$ cat src/rtl/tetris_vga_pkg.sv
// Shared VGA timing, grid geometry, colour and vertical-state constants for the
// renderer and the game/storage side of the grid.
package tetris_vga_pkg;

  localparam int unsigned H_ACTIVE = 640;
  localparam int unsigned H_FP     = 16;
  localparam int unsigned H_SYNC   = 96;
  localparam int unsigned H_BP     = 48;
  localparam int unsigned H_TOTAL  = H_ACTIVE + H_FP + H_SYNC + H_BP;

  localparam int unsigned V_ACTIVE = 480;
  localparam int unsigned V_FP     = 10;
  localparam int unsigned V_SYNC_L = 2;
  localparam int unsigned V_BP     = 33;
  localparam int unsigned V_TOTAL  = V_ACTIVE + V_FP + V_SYNC_L + V_BP;

  localparam int unsigned GRID_W   = 9;
  localparam int unsigned GRID_H   = 16;
  localparam int unsigned CELL_PX  = 24;
  localparam int unsigned X0       = 212;
  localparam int unsigned Y0       = 48;
  localparam int unsigned X_END    = X0 + GRID_W * CELL_PX;
  localparam int unsigned Y_END    = Y0 + GRID_H * CELL_PX;
  localparam int unsigned READ_LAT = 1;

  localparam int unsigned CNT_W    = 10;
  localparam int unsigned COORD_W  = 8;
  localparam int unsigned SUB_W    = $clog2(CELL_PX);
  localparam int unsigned RGB_W    = 8;

  localparam logic [RGB_W-1:0] FG     = 8'hFC;
  localparam logic [RGB_W-1:0] BG     = 8'h00;
  localparam logic [RGB_W-1:0] BORDER = 8'hFF;
  localparam logic [RGB_W-1:0] LINE   = 8'h49;

  localparam logic [1:0] V_ACT  = 2'd0;
  localparam logic [1:0] V_FRP  = 2'd1;
  localparam logic [1:0] V_SYNC = 2'd2;
  localparam logic [1:0] V_BKP  = 2'd3;

  // Per-pixel attributes carried alongside the grid read latency.
  typedef struct packed {
    logic blank;
    logic hs;
    logic vs;
    logic in_grid;
    logic border;
    logic line;
  } pix_flags_t;

endpackage

$ cat src/rtl/grid_vga_renderer_if.sv
// Grid read port between the VGA renderer (master) and the grid storage (slave).
interface grid_vga_renderer_if;
  import tetris_vga_pkg::*;

  logic [COORD_W-1:0] x_coord;
  logic [COORD_W-1:0] y_coord;
  logic               coord_value;
  logic               draw_finish;

  modport master (output x_coord, output y_coord, output draw_finish, input coord_value);
  modport slave  (input x_coord, input y_coord, input draw_finish, output coord_value);
endinterface

$ cat src/rtl/vga_timing_gen.sv
// 640x480@60 counters, vertical state machine, raw sync/active flags and the
// once-per-frame draw_finish strobe at vblank start.
module vga_timing_gen
  import tetris_vga_pkg::*;
(
  input  logic             vga_clk,
  input  logic             rst_n,
  output logic [CNT_W-1:0] h_cnt_o,
  output logic [CNT_W-1:0] v_cnt_o,
  output logic             hs_act_c,
  output logic             vs_act_c,
  output logic             active_c,
  output logic             draw_finish_o
);

  logic [CNT_W-1:0] h_q, h_d;
  logic [CNT_W-1:0] v_q, v_d;
  logic [1:0]       state_q, state_d;
  logic             draw_finish_q, draw_finish_d;

  always_ff @(posedge vga_clk) begin
    if (!rst_n) begin
      h_q           <= '0;
      v_q           <= '0;
      state_q       <= V_ACT;
      draw_finish_q <= 1'b0;
    end else begin
      h_q           <= h_d;
      v_q           <= v_d;
      state_q       <= state_d;
      draw_finish_q <= draw_finish_d;
    end
  end

  // Vertical state only advances on the line wrap, tracking v_cnt regions.
  always_comb begin
    h_d           = CNT_W'(h_q + 1'b1);
    v_d           = v_q;
    state_d       = state_q;
    draw_finish_d = (h_q == '0) && (v_q == CNT_W'(V_ACTIVE));
    if (h_q == CNT_W'(H_TOTAL - 1)) begin
      h_d = '0;
      v_d = (v_q == CNT_W'(V_TOTAL - 1)) ? '0 : CNT_W'(v_q + 1'b1);
      case (state_q)
        V_ACT:   if (v_q == CNT_W'(V_ACTIVE - 1))                 state_d = V_FRP;
        V_FRP:   if (v_q == CNT_W'(V_ACTIVE + V_FP - 1))          state_d = V_SYNC;
        V_SYNC:  if (v_q == CNT_W'(V_ACTIVE + V_FP + V_SYNC_L - 1)) state_d = V_BKP;
        V_BKP:   if (v_q == CNT_W'(V_TOTAL - 1))                  state_d = V_ACT;
        default: state_d = V_ACT;
      endcase
    end
  end

  assign h_cnt_o       = h_q;
  assign v_cnt_o       = v_q;
  assign hs_act_c      = (h_q >= CNT_W'(H_ACTIVE + H_FP)) &&
                         (h_q <  CNT_W'(H_ACTIVE + H_FP + H_SYNC));
  assign vs_act_c      = (state_q == V_SYNC);
  assign active_c      = (h_q < CNT_W'(H_ACTIVE)) && (state_q == V_ACT);
  assign draw_finish_o = draw_finish_q;

endmodule

$ cat src/rtl/grid_vga_renderer.sv
// Grid reader/renderer: maps scan position to grid cells, reads occupancy and
// produces aligned RGB 3-3-2 plus syncs. Define GRID_LINES_EN to draw cell lines.
module grid_vga_renderer
  import tetris_vga_pkg::*;
(
  input  logic               vga_clk,
  input  logic               rst_n,
  grid_vga_renderer_if.master grid,
  output logic               hsync,
  output logic               vsync,
  output logic [RGB_W-1:0]   rgb
);

`ifdef GRID_LINES_EN
  localparam logic LINES_EN = 1'b1;
`else
  localparam logic LINES_EN = 1'b0;
`endif

  logic [CNT_W-1:0] h_cnt, v_cnt;
  logic             hs_act, vs_act, active;

  vga_timing_gen u_timing (
    .vga_clk       (vga_clk),
    .rst_n         (rst_n),
    .h_cnt_o       (h_cnt),
    .v_cnt_o       (v_cnt),
    .hs_act_c      (hs_act),
    .vs_act_c      (vs_act),
    .active_c      (active),
    .draw_finish_o (grid.draw_finish)
  );

  logic [SUB_W-1:0]   sx_q, sx_d, sy_q, sy_d;
  logic [COORD_W-1:0] col_q, col_d, row_q, row_d;
  logic [COORD_W-1:0] x_q, y_q;
  pix_flags_t         flags;
  pix_flags_t         out_f;
  pix_flags_t [READ_LAT:0] pipe_q;
  logic               hsync_q, vsync_q;
  logic [RGB_W-1:0]   rgb_q, rgb_d;
  logic               x_edge, y_edge, x_span, y_span;

  // Cell counters follow h/v; they rest at GRID_W/GRID_H outside the grid.
  always_comb begin
    sx_d  = sx_q;
    col_d = col_q;
    sy_d  = sy_q;
    row_d = row_q;
    if (h_cnt == CNT_W'(X0 - 1)) begin
      sx_d  = '0;
      col_d = '0;
    end else if (col_q < COORD_W'(GRID_W)) begin
      if (sx_q == SUB_W'(CELL_PX - 1)) begin
        sx_d  = '0;
        col_d = COORD_W'(col_q + 1'b1);
      end else begin
        sx_d  = SUB_W'(sx_q + 1'b1);
      end
    end
    if (h_cnt == CNT_W'(H_TOTAL - 1)) begin
      if (v_cnt == CNT_W'(Y0 - 1)) begin
        sy_d  = '0;
        row_d = '0;
      end else if (row_q < COORD_W'(GRID_H)) begin
        if (sy_q == SUB_W'(CELL_PX - 1)) begin
          sy_d  = '0;
          row_d = COORD_W'(row_q + 1'b1);
        end else begin
          sy_d  = SUB_W'(sy_q + 1'b1);
        end
      end
    end
  end

  always_comb begin
    x_edge = (h_cnt == CNT_W'(X0 - 1)) || (h_cnt == CNT_W'(X_END));
    y_edge = (v_cnt == CNT_W'(Y0 - 1)) || (v_cnt == CNT_W'(Y_END));
    x_span = (h_cnt >= CNT_W'(X0 - 1)) && (h_cnt <= CNT_W'(X_END));
    y_span = (v_cnt >= CNT_W'(Y0 - 1)) && (v_cnt <= CNT_W'(Y_END));
    flags         = '0;
    flags.blank   = !active;
    flags.hs      = hs_act;
    flags.vs      = vs_act;
    flags.in_grid = (col_q < COORD_W'(GRID_W)) && (row_q < COORD_W'(GRID_H)) && active;
    flags.border  = active && ((x_edge && y_span) || (y_edge && x_span));
    flags.line    = (sx_q == SUB_W'(CELL_PX - 1)) || (sy_q == SUB_W'(CELL_PX - 1));
  end

  // coord_value arrives READ_LAT cycles after x/y, aligned with the last flag stage.
  always_comb begin
    out_f = pipe_q[READ_LAT];
    rgb_d = '0;
    if (out_f.blank) begin
      rgb_d = '0;
    end else if (out_f.in_grid) begin
      if (LINES_EN && out_f.line) rgb_d = LINE;
      else                        rgb_d = grid.coord_value ? FG : BG;
    end else if (out_f.border) begin
      rgb_d = BORDER;
    end
  end

  always_ff @(posedge vga_clk) begin
    if (!rst_n) begin
      sx_q    <= '0;
      sy_q    <= '0;
      col_q   <= COORD_W'(GRID_W);
      row_q   <= COORD_W'(GRID_H);
      x_q     <= '0;
      y_q     <= '0;
      pipe_q  <= '0;
      hsync_q <= 1'b1;
      vsync_q <= 1'b1;
      rgb_q   <= '0;
    end else begin
      sx_q      <= sx_d;
      sy_q      <= sy_d;
      col_q     <= col_d;
      row_q     <= row_d;
      x_q       <= flags.in_grid ? col_q : '0;
      y_q       <= flags.in_grid ? row_q : '0;
      pipe_q[0] <= flags;
      for (int i = 1; i <= int'(READ_LAT); i++) pipe_q[i] <= pipe_q[i-1];
      hsync_q   <= !out_f.hs;
      vsync_q   <= !out_f.vs;
      rgb_q     <= rgb_d;
    end
  end

  assign grid.x_coord = x_q;
  assign grid.y_coord = y_q;
  assign hsync        = hsync_q;
  assign vsync        = vsync_q;
  assign rgb          = rgb_q;

endmodule
$ cat src/flat_wrapper.sv
// flat-port wrapper written by rule: the top's interface ports become plain ports
module grid_vga_renderer_flat import tetris_vga_pkg::*;
  (vga_clk, rst_n, hsync, vsync, rgb, grid_x_coord, grid_y_coord, grid_draw_finish, grid_coord_value);
  grid_vga_renderer_if grid_i ();
  input  logic vga_clk;
  input  logic rst_n;
  output logic hsync;
  output logic vsync;
  output logic [RGB_W-1:0] rgb;
  output wire logic [$bits(grid_i.x_coord)-1:0] grid_x_coord;
  output wire logic [$bits(grid_i.y_coord)-1:0] grid_y_coord;
  output wire logic [$bits(grid_i.draw_finish)-1:0] grid_draw_finish;
  input wire logic [$bits(grid_i.coord_value)-1:0] grid_coord_value;
  assign grid_x_coord = grid_i.x_coord;
  assign grid_y_coord = grid_i.y_coord;
  assign grid_draw_finish = grid_i.draw_finish;
  assign grid_i.coord_value = grid_coord_value;
  grid_vga_renderer u_core (.vga_clk(vga_clk), .rst_n(rst_n), .grid(grid_i), .hsync(hsync), .vsync(vsync), .rgb(rgb));
endmodule
$ cat config.mk
export PLATFORM = sky130hd
export DESIGN_NAME = grid_vga_renderer_flat
export DESIGN_NICKNAME = d
export VERILOG_FILES = /design/src/rtl/tetris_vga_pkg.sv /design/src/rtl/grid_vga_renderer_if.sv /design/src/rtl/vga_timing_gen.sv /design/src/rtl/grid_vga_renderer.sv /design/src/flat_wrapper.sv
export SDC_FILE = /design/constraint.sdc
export NUM_CORES = 1
export LEC_CHECK = 0
export ABC_AREA = 1
export BUFFER_PORTS_ARGS = -buffer_cell sky130_fd_sc_hd__buf_4
export CAP_MARGIN = 20
export CORE_UTILIZATION = 47
export CTS_BUF_LIST = sky130_fd_sc_hd__clkbuf_16
export DETAILED_ROUTE_END_ITERATION = 12
export PLACE_DENSITY = 0.75
export SETUP_SLACK_MARGIN = 0.5
export SLEW_MARGIN = 40
export SYNTH_ARGS = -nofsm -noshare
export SYNTH_HDL_FRONTEND = slang
export SYNTH_SLANG_ARGS = --single-unit
$ cat constraint.sdc
create_clock -name vga_clk -period 2.2 [get_ports vga_clk]
set_input_delay 0.11 -clock vga_clk [delete_from_list [all_inputs] [get_ports vga_clk]]
set_output_delay 0.11 -clock vga_clk [all_outputs]
set_load 0.005 [all_outputs]
==> results of run 1 <==
[layer usage]
| metal | wire length (microns) | GRT usage | vias up |
|---|---|---|---|
| met2 | 3490 | 0.322 | 63 |
| met5 | 0 | 0 | - |
| met4 | 154 | 0.0860 | 0 |
| met3 | 245 | 0.0455 | 14 |
| li1 | - | - | 1626 |
| met1 | 3340 | 0.216 | 1436 |
[metrics by stage]
| step | worst slack (ps) | util | std cells | area, sq um | hold slack, ps |
|---|---|---|---|---|---|
| global placement | 510 | 0.534 | 612 | 3950 | 362 |
| floorplan | 616 | - | 497 | 3690 | 253 |
| detailed placement | 437 | 0.534 | 612 | 3950 | 369 |
| finish | 574 | 0.591 | 633 | 4380 | 36.6 |
| global route | 444 | 0.591 | 633 | 4380 | 44.4 |
| CTS | 496 | 0.579 | 628 | 4290 | 34.8 |
[final cells by class]
type | count | area (sq um) | area share
Timing Repair Buffer | 36 | 270 | 0.0617
Tap cell | 99 | 124 | 0.0283
Clock inverter | 7 | 103 | 0.0234
Sequential cell | 79 | 1590 | 0.364
Inverter | 77 | 290 | 0.0663
Multi-Input combinational cell | 326 | 1770 | 0.405
Clock buffer | 9 | 225 | 0.0514
[placed cells by master (no fill, tap or decap), types with 3 or more instances in the layout]
cell,synthesis,layout
xor2_1,7,7
dfxtp_1,79,73
nand3_1,43,43
buf_4,8,36
inv_1,72,72
o21ai_0,11,11
nand2_2,3,3
nand4_1,15,15
clkbuf_16,0,9
nor2_1,62,62
nor3_1,14,14
conb_1,1,8
a21oi_1,20,19
nor2_4,4,5
ha_1,15,13
inv_2,4,4
nor2_2,6,5
dfxtp_2,0,4
nand2_1,95,94
[worst reg2reg max path: stages (launching register included)]
cell	delay (ps)
dfxtp_4	370
ha_4	160
nand3_4	120
inv_2	80
nand4_1	240
nor3_4	330
nand3_1	110
nand2_1	70
nor2_1	40
[power breakdown]
group	internal (W)	total (W)	switching, W
Sequential	0.00144	0.00145	0.00000842
Clock	0.00101	0.00162	0.000615
Combinational	0.0000252	0.0000645	0.0000393
[path summary, 6_finish.rpt]
path                                end  depth (start not counted)
max          u_core.u_timing.v_cnt_o[7]                          8
min reg2reg                u_core.vsync                          1
min                       u_core.rgb[6]                          3
max reg2reg  u_core.u_timing.v_cnt_o[7]                          8
[cell families (layout without fill, tap and decap cells)]
group,count (synthesis),in the layout,share of synthesized area
other cells,1,8,0.00102
xor+xnor,8,8,0.0191
buf+inv,92,129,0.104
flops,79,79,0.432
simple gates,255,255,0.332
fa+ha+maj,15,15,0.0513
compound gates,40,40,0.0608
[state kept, by name (all words and copies together) (netlist names)]
register and flops:
u_core.col_q 8, u_core.grid.x_coord 8, u_core.grid.y_coord 8, u_core.hsync 1, u_core.out_f 5, u_core.pipe_q 5
u_core.rgb 2, u_core.row_q 8, u_core.sx_q 5, u_core.sy_q 5, u_core.u_timing.draw_finish_o 1, u_core.u_timing.h_cnt_o 10
u_core.u_timing.state_q 2, u_core.u_timing.v_cnt_o 10, u_core.vsync 1
[cells in the mapped netlist (6+ instances only)]
master / instances / area, sq um
buf_4: 8 / 60.1
inv_1: 72 / 270
nor3_1: 14 / 70.1
nand2_1: 95 / 357
nor2_2: 6 / 37.5
dfxtp_1: 79 / 1580
nand3_1: 43 / 215
a21oi_1: 20 / 100
o21ai_0: 11 / 55.1
xor2_1: 7 / 61.3
nand4_1: 15 / 93.8
ha_1: 15 / 188
nor2_1: 62 / 233
[what timing repair did]
item                                    4_1_cts  5_1_grt
resized for setup                             3       14
setup buffers                                 0        5
endpoints found under the setup margin       16       39
hold buffers                                  0        0
pin swaps                                     1        4
==> out/results.md, run 1 <==
## Routing
* detailed-route vias per instance: 4.96
* number of detailed-routing iterations run before antenna repair: 4
* DRC errors left: 0
* routed vias: 3,139
* wire length after detailed routing: 7.23 mm
* Iteration-0 DRC Markers: 134
* post-DR wirelength/cell: 11.4 microns
* number of antenna-violating nets in the routed design: 0

## Clock tree
* Clock Pin Slew Worst Setup and Hold Paths: 60 ps
* TritonCTS Buffers: 9
* H-tree levels: 3
* sinks on the clock net: 79
* TritonCTS clock tree: done
* Clock Root Buffer: clkbuf_16
* Clock Path Buffers: 2
* latest clock arrival within the worst-skew pair: 330 ps

## Worst setup path
* Crit Path Category: flop to flop
* CP bufs+invs: 1
* Slowest cell on crit path: dfxtp_4
* Largest stage delay, worst path: 370 ps
* biggest fanout along the worst timing path: 5
* data required time at the worst endpoint: 2420 ps
* launching element type of the critical path: flop
* cell chain of the critical path: ha_4, nand3_4, inv_2, nand4_1, nor3_4, nand3_1, nand2_1, nor2_1
* origin of the critical flop-to-flop path: u_core.u_timing.h_cnt_o[0]
* category of cells accounting for the largest share of critical-path delay: simple AND/OR/NAND/NOR gates
* Critical Path Sink Type: flop
* crit path launch: u_core.u_timing.h_cnt_o[0]
* register-to-register setup slack: 570 ps
* data arrival time of the worst path: 1850 ps

## Worst hold path
* startpoint of the lowest-slack hold path: grid_coord_value
* Tightest Hold Check Type: input pin to flop

## Timing
* setup repair after global routing missed its margin: yes
* upper clock frequency limit: 0.615 GHz
* Final Max Tran Viols: 0
* setup TNS: 0 ps
* Tcrit/Tclk final: 0.739
* Worst Clk Skew: 7.28 ps
* minimum period implied by the final worst setup slack: 1630 ps
* Hold Fails Final Rpt: 0
* Final setup violation count: 0

## Yosys
* most used flip-flop cell after synthesis: dfxtp_1
* sequential element share of the synthesized area: 0.432
* Post-synth ARST share: 0
* count of flip-flops with a built-in enable after synthesis: 0
* Warnings, synthesis: 0
* average cell area after synthesis: 7.47 sq um
* post-synth design cell area: 3660 sq um
* post-synthesis cell count: 490
* total of flip-flops plus latches after synthesis: 79
* number of distinct library cells after synthesis: 40

## Outcome
* outcome: complete, no violations

## Die
* horizontal die dimension: 90.3 microns
* area of the placeable core: 7410 sq um
* die outline height: 90.3 microns
* total number of placement rows: 31
* count of boundary I/O pins: 30
* initial core utilization: 0.494
* die outline area: 8150 sq um

## Global route
* grt ovf: 0
* gr usage total: 0.186
* first-pass GRT wire length: 12.3 mm
* largest net degree at the start of global routing: 31
* number of global-route vias before repair: 2,941
* number of antenna violations at the first check in global routing: 0

## Place
* count of buffers from port buffering: 29
* GPL Wtd Cong: 0.926
* detailed placement HPWL: 5.17 mm

## Finish
* fraction of final layout cells with drive strength greater than 1: 0.169
* Filler Cells Inserted: 659
* Inserted Diodes: 0
* layout overhead on the synthesized area: 19.6%
* Net count, final: 547

## Pwr
* VDD IR max: 0.000420 V
* power density normalized to cell area: 717 nW/um^2
* cell leakage power: 1.97 nW
* power consumption: 0.00314 W

## Flow run
* Max-Cap Viols: 0

Power figures use the tool's default switching activity.
==> run 2: changes to the inputs <==
--- a/config.mk
+++ b/config.mk
@@ -5,7 +5,7 @@
 export SDC_FILE = /design/constraint.sdc
 export NUM_CORES = 1
 export LEC_CHECK = 0
-export ABC_AREA = 1
+export ABC_AREA = 0
 export BUFFER_PORTS_ARGS = -buffer_cell sky130_fd_sc_hd__buf_4
 export CAP_MARGIN = 20
 export CORE_UTILIZATION = 47
==> constraint.sdc (replaced) <==
create_clock -name vga_clk -period 1.6 [get_ports vga_clk]
set_input_delay 0.08 -clock vga_clk [delete_from_list [all_inputs] [get_ports vga_clk]]
set_output_delay 0.08 -clock vga_clk [all_outputs]
set_load 0.005 [all_outputs]
==> out/results.md, run 2 <==
## Worst setup path
* launching element type of the critical path: flop, unchanged
* data arrival time of the worst path: 2410 ps, was 1850 ps
* origin of the critical flop-to-flop path: u_core.u_timing.v_cnt_o[9], was u_core.u_timing.h_cnt_o[0]
* worst reg-to-reg path cell count: 6, was 8
* biggest fanout along the worst timing path: 5, unchanged
* critical register-to-register path endpoint: u_core.u_timing.state_q[0], was u_core.u_timing.v_cnt_o[7]
* Critical Path Sink Type: flop, unchanged
* Crit Path Category: flop to flop, unchanged
* data required time at the worst endpoint: 1830 ps, was 2420 ps
* register-to-register setup slack: -580 ps, was 570 ps

## Yosys
* Post-Synth XOR/XNOR Area: 0.0553, was 0.0191
* total of flip-flops plus latches after synthesis: 79, unchanged
* sequential element share of the synthesized area: 0.475, was 0.432
* Warnings, synthesis: 0, unchanged
* cell types with the highest counts after synthesis: dfxtp_1 (79), nor2_1 (31), nand2_1 (30), and2_1 (20), ha_1 (15), was nand2_1 (95), dfxtp_1 (79), inv_1 (72), nor2_1 (62), nand3_1 (43)
* share of the synthesized area in compound gates (AO/OA/AOI/OAI): 0.0940, was 0.0608
* share of synthesized cell area in and, or, nand and nor gates: 0.260, was 0.332
* largest family of logic cells by synthesized area: simple AND/OR/NAND/NOR gates, unchanged
* count of flip-flops with a built-in enable after synthesis: 0, unchanged
* adder-cell area share of the yosys netlist: 0.0564, was 0.0513
* Post-synth ARST share: 0, unchanged
* largest cells by area after synthesis: dfxtp_1 (48%), ha_1 (5.6%), and2_1 (3.8%), was dfxtp_1 (43%), nand2_1 (9.7%), inv_1 (7.4%)
* average cell area after synthesis: 9.32 sq um, was 7.47 sq um
* biggest area consumer among synthesized cells: dfxtp_1, unchanged
* most common cell in the synthesized netlist: dfxtp_1, was nand2_1
* number of distinct library cells after synthesis: 49, was 40
* post-synthesis cell count: 357, was 490
* most used flip-flop cell after synthesis: dfxtp_1, unchanged
* post-synth design cell area: 3330 sq um, was 3660 sq um
* share of Yosys cell area claimed by the top area cell type: 0.475, was 0.432
* multiplexer area fraction after synthesis: 0.0124, was 0

## Timing
* Worst Clk Skew: 7.68 ps, was 7.28 ps
* PnR worst setup slack: -578 ps, was 574 ps
* upper clock frequency limit: 0.459 GHz, was 0.615 GHz
* Tcrit/Tclk final: 1.36, was 0.739
* Final setup violation count: 56, was 0
* setup TNS: -13,280 ps, was 0 ps
* setup repair after global routing missed its margin: yes, unchanged
* minimum period implied by the final worst setup slack: 2180 ps, was 1630 ps
* Final Max Tran Viols: 0, unchanged
* Hold Fails Final Rpt: 0, unchanged

## Pwr
* Flop pwr share: 0.465, was 0.462
* proportion of power drawn by combinational gates: 0.033, was 0.021
* power density normalized to cell area: 839 nW/um^2, was 717 nW/um^2
* power consumption: 0.00429 W, was 0.00314 W
* VDD IR max: 0.000623 V, was 0.000420 V
* switch share: 0.205, was 0.211
* internal power: 0.00341 W, was 0.00248 W
* power spent charging and discharging nets: 0.000879 W, was 0.000663 W
* clock network fraction of design power: 0.502, was 0.518
* cell leakage power: 2.16 nW, was 1.97 nW

## Finish
* commonest non-fill, non-tap cells in the layout: buf_4 (90), dfxtp_1 (65), nor2_1 (25), was nand2_1 (94), dfxtp_1 (73), inv_1 (72)
* final cell area excluding filler cells: 5110 sq um, was 4380 sq um
* fraction of final layout cells with drive strength greater than 1: 0.447, was 0.169
* Net count, final: 485, was 547
* most common cell after layout, fill and taps aside: buf_4, was nand2_1
* layout overhead on the synthesized area: 53.7%, was 19.6%
* Filler Cells Inserted: 424, was 659
* footprint of the flip-flops and latches: 1600 sq um, was 1590 sq um
* total area of multi-input combinational cells: 2110 sq um, was 1770 sq um
* fin cells: 568, was 633
* Inserted Diodes: 0, unchanged

## Clock tree
* H-tree levels: 3, unchanged
* TritonCTS clock tree: done, unchanged
* latest clock arrival within the worst-skew pair: 340 ps, was 330 ps
* number of buffers inserted by hold repair at cts: 0, unchanged
* TritonCTS Buffers: 9, unchanged
* Clock Root Buffer: clkbuf_16, unchanged
* Clock Pin Slew Worst Setup and Hold Paths: 60 ps, about the same
* Clock Path Buffers: 2, unchanged
* sinks on the clock net: 79, unchanged

## Worst hold path
* Tightest Hold Check Type: input pin to flop, unchanged
* startpoint of the lowest-slack hold path: grid_coord_value, unchanged
* cell count of the worst hold path: 3, unchanged
* endpoint with the worst hold slack: u_core.rgb[6], unchanged

## Routing
* number of detailed-routing iterations run before antenna repair: 4, unchanged
* Iteration-0 DRC Markers: 190, was 134
* routed vias: 3,027, was 3,139
* number of antenna-violating nets in the routed design: 0, unchanged
* post-DR wirelength/cell: 16.3 microns, was 11.4 microns
* detailed-route vias per instance: 5.33, was 4.96
* wire length after detailed routing: 9.27 mm, was 7.23 mm
* DRC errors left: 0, unchanged

## Place
* detailed placement HPWL: 4.93 mm, was 5.17 mm
* count of buffers from port buffering: 29, unchanged
* cell count after placement: 533, was 612
* cell area reported after detailed placement: 4150 sq um, was 3950 sq um
* GPL Wtd Cong: 0.895, was 0.926

## Die
* count of boundary I/O pins: 30, unchanged
* die outline height: 86.1 microns, was 90.3 microns
* die outline area: 7420 sq um, was 8150 sq um
* total number of placement rows: 30, was 31
* horizontal die dimension: 86.1 microns, was 90.3 microns
* area of the placeable core: 6830 sq um, was 7410 sq um
* initial core utilization: 0.487, was 0.494

## Global route
* grt met1 use: 0.252, was 0.216
* met3 demand-to-capacity share in global routing: 0.0703, was 0.0455
* grt ovf: 0, unchanged
* number of antenna violations at the first check in global routing: 0, unchanged
* number of global-route vias before repair: 2,831, was 2,941
* met2 Resource Use GR: 0.388, was 0.322
* most used routing layer in global routing: met2, unchanged
* gr usage total: 0.224, was 0.186
* largest net degree at the start of global routing: 22, was 31
* first-pass GRT wire length: 12.8 mm, was 12.3 mm

## Flow run
* Max-Cap Viols: 0, unchanged

## Outcome
* outcome: finished, violations left, was complete, no violations
* violated checks: negative setup slack

[run 2: cell types whose count changed after synthesis, sizes merged, moves of 6 or more]
cell | before | now
xnor2 | 1 | 10
nor3 | 16 | 9
nand4 | 18 | 5
and3 | 0 | 9
and2 | 1 | 20
nand2 | 99 | 30
nor2 | 72 | 31
a21oi | 20 | 9
nor4 | 1 | 7
nand3 | 45 | 9
nor2b | 0 | 8
inv | 76 | 13
[run 2: final cells by class]
type | instances | share of cell area
multi-input cells | 254 | 0.412
repair buffers | 110 | 0.180
flip-flops and latches | 79 | 0.313
well taps | 96 | 0.0235
inverters | 13 | 0.0110
clock buffers | 9 | 0.0440
clock inverters | 7 | 0.0174
[run 2: kinds of logic after synthesis]
logic type / count (synthesis)
other cells: 1
simple gates: 159
fa+ha+maj: 15
buf+inv: 31
mux: 4
flops: 79
compound gates: 47
xor+xnor: 21
[run 2: metrics by stage]
step | setup WS [ps] | hold slack (ps) | util
after detailed placement | -648 | 354 | 0.607
after CTS | -452 | 3.94 | 0.695
final | -578 | 6.13 | 0.749
after floorplan | -598 | 225 | -
after global routing | -642 | 24.8 | 0.749
after global placement | -617 | 351 | 0.607
[run 2: critical path, cell delays in order, from the launching register on]
cell and delay [ps]:
dfxtp_1 320, buf_4 160, nor4bb_2 480, a31oi_1 180
a2111o_1 430, or3_1 320, and3_1 180
[run 2: timing repair]
action,in CTS,in global routing
pin swaps,16,37
buffers inserted,6,13
endpoints found under the hold margin,0,0
resized for setup,63,63
setup endpoints to repair,58,58
[run 2: power by group through the flow]
stage / sequential [W] / combinational, W / clock [W]
after floorplan: 0.00204 / 0.0000458 / 0
after global placement: 0.00204 / 0.000104 / 0
after detailed placement: 0.00204 / 0.000105 / 0
after CTS: 0.00199 / 0.000114 / 0.00218
after global routing: 0.00200 / 0.000153 / 0.00224
final: 0.00199 / 0.000141 / 0.00216
[run 2: how the worst max path moves through the flow]
stage,start,slack [ps],end
global placement,u_core.u_timing.h_cnt_o[8],-620,u_core.pipe_q[1]
detailed placement,u_core.u_timing.h_cnt_o[8],-650,u_core.pipe_q[1]
floorplan,u_core.u_timing.h_cnt_o[5],-600,u_core.u_timing.state_q[0]
finish,u_core.u_timing.v_cnt_o[9],-580,u_core.u_timing.state_q[0]
CTS,u_core.u_timing.h_cnt_o[5],-450,u_core.u_timing.state_q[0]
global route,u_core.u_timing.v_cnt_o[9],-640,u_core.u_timing.state_q[0]
[run 2: metal layers]
metal	part of all wire	wire, microns
met1	0.40	3720
met2	0.52	4790
met3	0.054	499
met4	0.028	255
met5	0	0
==> run 3: changes to the inputs <==
--- a/config.mk
+++ b/config.mk
@@ -13,6 +13,7 @@
 export DETAILED_ROUTE_END_ITERATION = 12
 export PLACE_DENSITY = 0.75
 export SETUP_SLACK_MARGIN = 0.5
+export SKIP_CTS_REPAIR_TIMING = 1
 export SLEW_MARGIN = 40
 export SYNTH_ARGS = -nofsm -noshare
 export SYNTH_HDL_FRONTEND = slang
==> out/results.md, run 3 (synthesis gave the netlist of run 2 again) <==
## Routing
* number of detailed-routing iterations run before antenna repair: 4, unchanged
* Iteration-0 DRC Markers: 127, was 190
* routed vias: 2,891, was 3,027
* detailed-route vias per instance: 5.18, was 5.33
* post-DR wirelength/cell: 14.8 microns, was 16.3 microns
* wire length after detailed routing: 8.26 mm, was 9.27 mm
* number of antenna-violating nets in the routed design: 0, unchanged
* DRC errors left: 0, unchanged

## Timing
* Hold Fails Final Rpt: 0, unchanged
* upper clock frequency limit: 0.451 GHz, was 0.459 GHz
* Final Max Tran Viols: 0, unchanged
* Worst Clk Skew: 4.34 ps, was 7.68 ps
* setup repair after global routing missed its margin: yes, unchanged
* PnR worst setup slack: -619 ps, was -578 ps
* Tcrit/Tclk final: 1.39, was 1.36
* Final setup violation count: 35, was 56
* minimum period implied by the final worst setup slack: 2220 ps, was 2180 ps

## Pwr
* power density normalized to cell area: 870 nW/um^2, was 839 nW/um^2
* power consumption: 0.00428 W, was 0.00429 W
* VDD IR max: 0.000722 V, was 0.000623 V
* cell leakage power: 2.09 nW, was 2.16 nW

## Place
* GPL Wtd Cong: 0.895, unchanged
* placement-stage worst setup slack: -648 ps, unchanged
* detailed placement HPWL: 4.93 mm, unchanged
* count of buffers from port buffering: 29, unchanged

## Finish
* commonest non-fill, non-tap cells in the layout: buf_4 (87), dfxtp_1 (69), nor2_1 (27), was buf_4 (90), dfxtp_1 (65), nor2_1 (25)
* fraction of final layout cells with drive strength greater than 1: 0.390, was 0.447
* Util after Layout: 0.719, was 0.749
* Net count, final: 475, was 485
* layout overhead on the synthesized area: 47.7%, was 53.7%
* most common cell after layout, fill and taps aside: buf_4, unchanged
* Inserted Diodes: 0, unchanged

## Worst setup path
* register-to-register setup slack: -620 ps, was -580 ps
* origin of the critical flop-to-flop path: u_core.u_timing.v_cnt_o[6], was u_core.u_timing.v_cnt_o[9]
* Critical Path End: u_core.u_timing.state_q[0], unchanged
* data arrival time of the worst path: 2450 ps, was 2410 ps
* Slowest cell on crit path: or3b_2, was nor4bb_2
* cell chain of the critical path: or3b_2, o31a_1, a2111o_1, or3_1, and3_1, was buf_4, nor4bb_2, a31oi_1, a2111o_1, or3_1, and3_1
* category of cells accounting for the largest share of critical-path delay: simple AND/OR/NAND/NOR gates, unchanged
* data required time at the worst endpoint: 1830 ps, about the same
* Critical Path Sink Type: flop, unchanged
* Crit Path Category: flop to flop, unchanged
* cell depth of the worst setup path: 5, was 6
* worst reg-to-reg path cell count: 5, was 6
* biggest fanout along the worst timing path: 3, was 5
* CP bufs+invs: 0, was 1
* Largest stage delay, worst path: 480 ps, about the same
* crit path launch: u_core.u_timing.v_cnt_o[6], was u_core.u_timing.v_cnt_o[9]
* critical register-to-register path endpoint: u_core.u_timing.state_q[0], unchanged
* launching element type of the critical path: flop, unchanged

## Die
* die outline area: 7420 sq um, unchanged
* initial core utilization: 0.487, unchanged
* die outline height: 86.1 microns, unchanged
* area of the placeable core: 6830 sq um, unchanged
* horizontal die dimension: 86.1 microns, unchanged
* count of boundary I/O pins: 30, unchanged
* total number of placement rows: 30, unchanged

## Flow run
* Max-Cap Viols: 0, unchanged

## Clock tree
* TritonCTS Buffers: 9, unchanged
* Clock Path Buffers: 2, unchanged
* TritonCTS clock tree: done, unchanged
* Clock Root Buffer: clkbuf_16, unchanged
* H-tree levels: 3, unchanged
* sinks on the clock net: 79, unchanged
* latest clock arrival within the worst-skew pair: 330 ps, was 340 ps
* Clock Pin Slew Worst Setup and Hold Paths: 60 ps, about the same

## Global route
* number of global-route vias before repair: 2,630, was 2,831
* number of antenna violations at the first check in global routing: 0, unchanged
* largest net degree at the start of global routing: 22, unchanged
* first-pass GRT wire length: 11.6 mm, was 12.8 mm
* grt ovf: 0, unchanged
* gr usage total: 0.203, was 0.224

## Outcome
* outcome: finished, violations left, unchanged
* violated checks: negative setup slack, unchanged

## Worst hold path
* Tightest Hold Check Type: input pin to flop, unchanged

-- run 3: layout make-up --
type	instances	area, sq um
flip-flops and latches	79	1590
clock inverters	7	88.8
fillers	457	1920
repair buffers	100	822
well taps	96	120
clock buffers	9	225
multi-input cells	254	2010
inverters	13	53.8
-- run 3: how the worst min path moves through the flow --
stage	start	endpoint	slack, ps	depth (start not counted)
after global routing	grid_coord_value	u_core.rgb[6]	20	3
after floorplan	grid_coord_value	u_core.rgb[6]	230	2
final	grid_coord_value	u_core.rgb[6]	5	3
after CTS	grid_coord_value	u_core.rgb[6]	4	3
after detailed placement	grid_coord_value	u_core.rgb[6]	350	3
after global placement	grid_coord_value	u_core.rgb[6]	350	3
-- run 3: metal layers --
metal  GRT usage  share of wire  routed length [microns]
met5           0              0                        0
met1       0.238           0.43                     3570
met2       0.339           0.50                     4140
met4      0.0848          0.022                      185
met3      0.0674          0.044                      365
-- run 3: per-stage QoR --
step / hold WS [ps] / instance area (sq um) / std cells / TNS (ps)
final: 5.00 / 4910 / 558 / -7740
after global routing: 23.8 / 4910 / 558 / -9980
after CTS: 3.94 / 4460 / 549 / -9710
after global placement: 351 / 4150 / 533 / -7030
after floorplan: 225 / 3450 / 364 / -7220
after detailed placement: 354 / 4150 / 533 / -8360
-- run 3: worst register-to-register path: stages (launching register included) --
cell      delay (ps)
dfxtp_2          350
or3b_2           480
o31a_1           290
a2111o_1         460
or3_1            350
and3_1           200
-- run 3: where the power goes --
part	internal [W]	leakage [nW]	switching, W
clock	0.00136	0.158	0.000790
sequential	0.00199	0.644	0.00000880
combinational	0.0000691	1.29	0.0000663
total	0.00341	2.09	0.000865
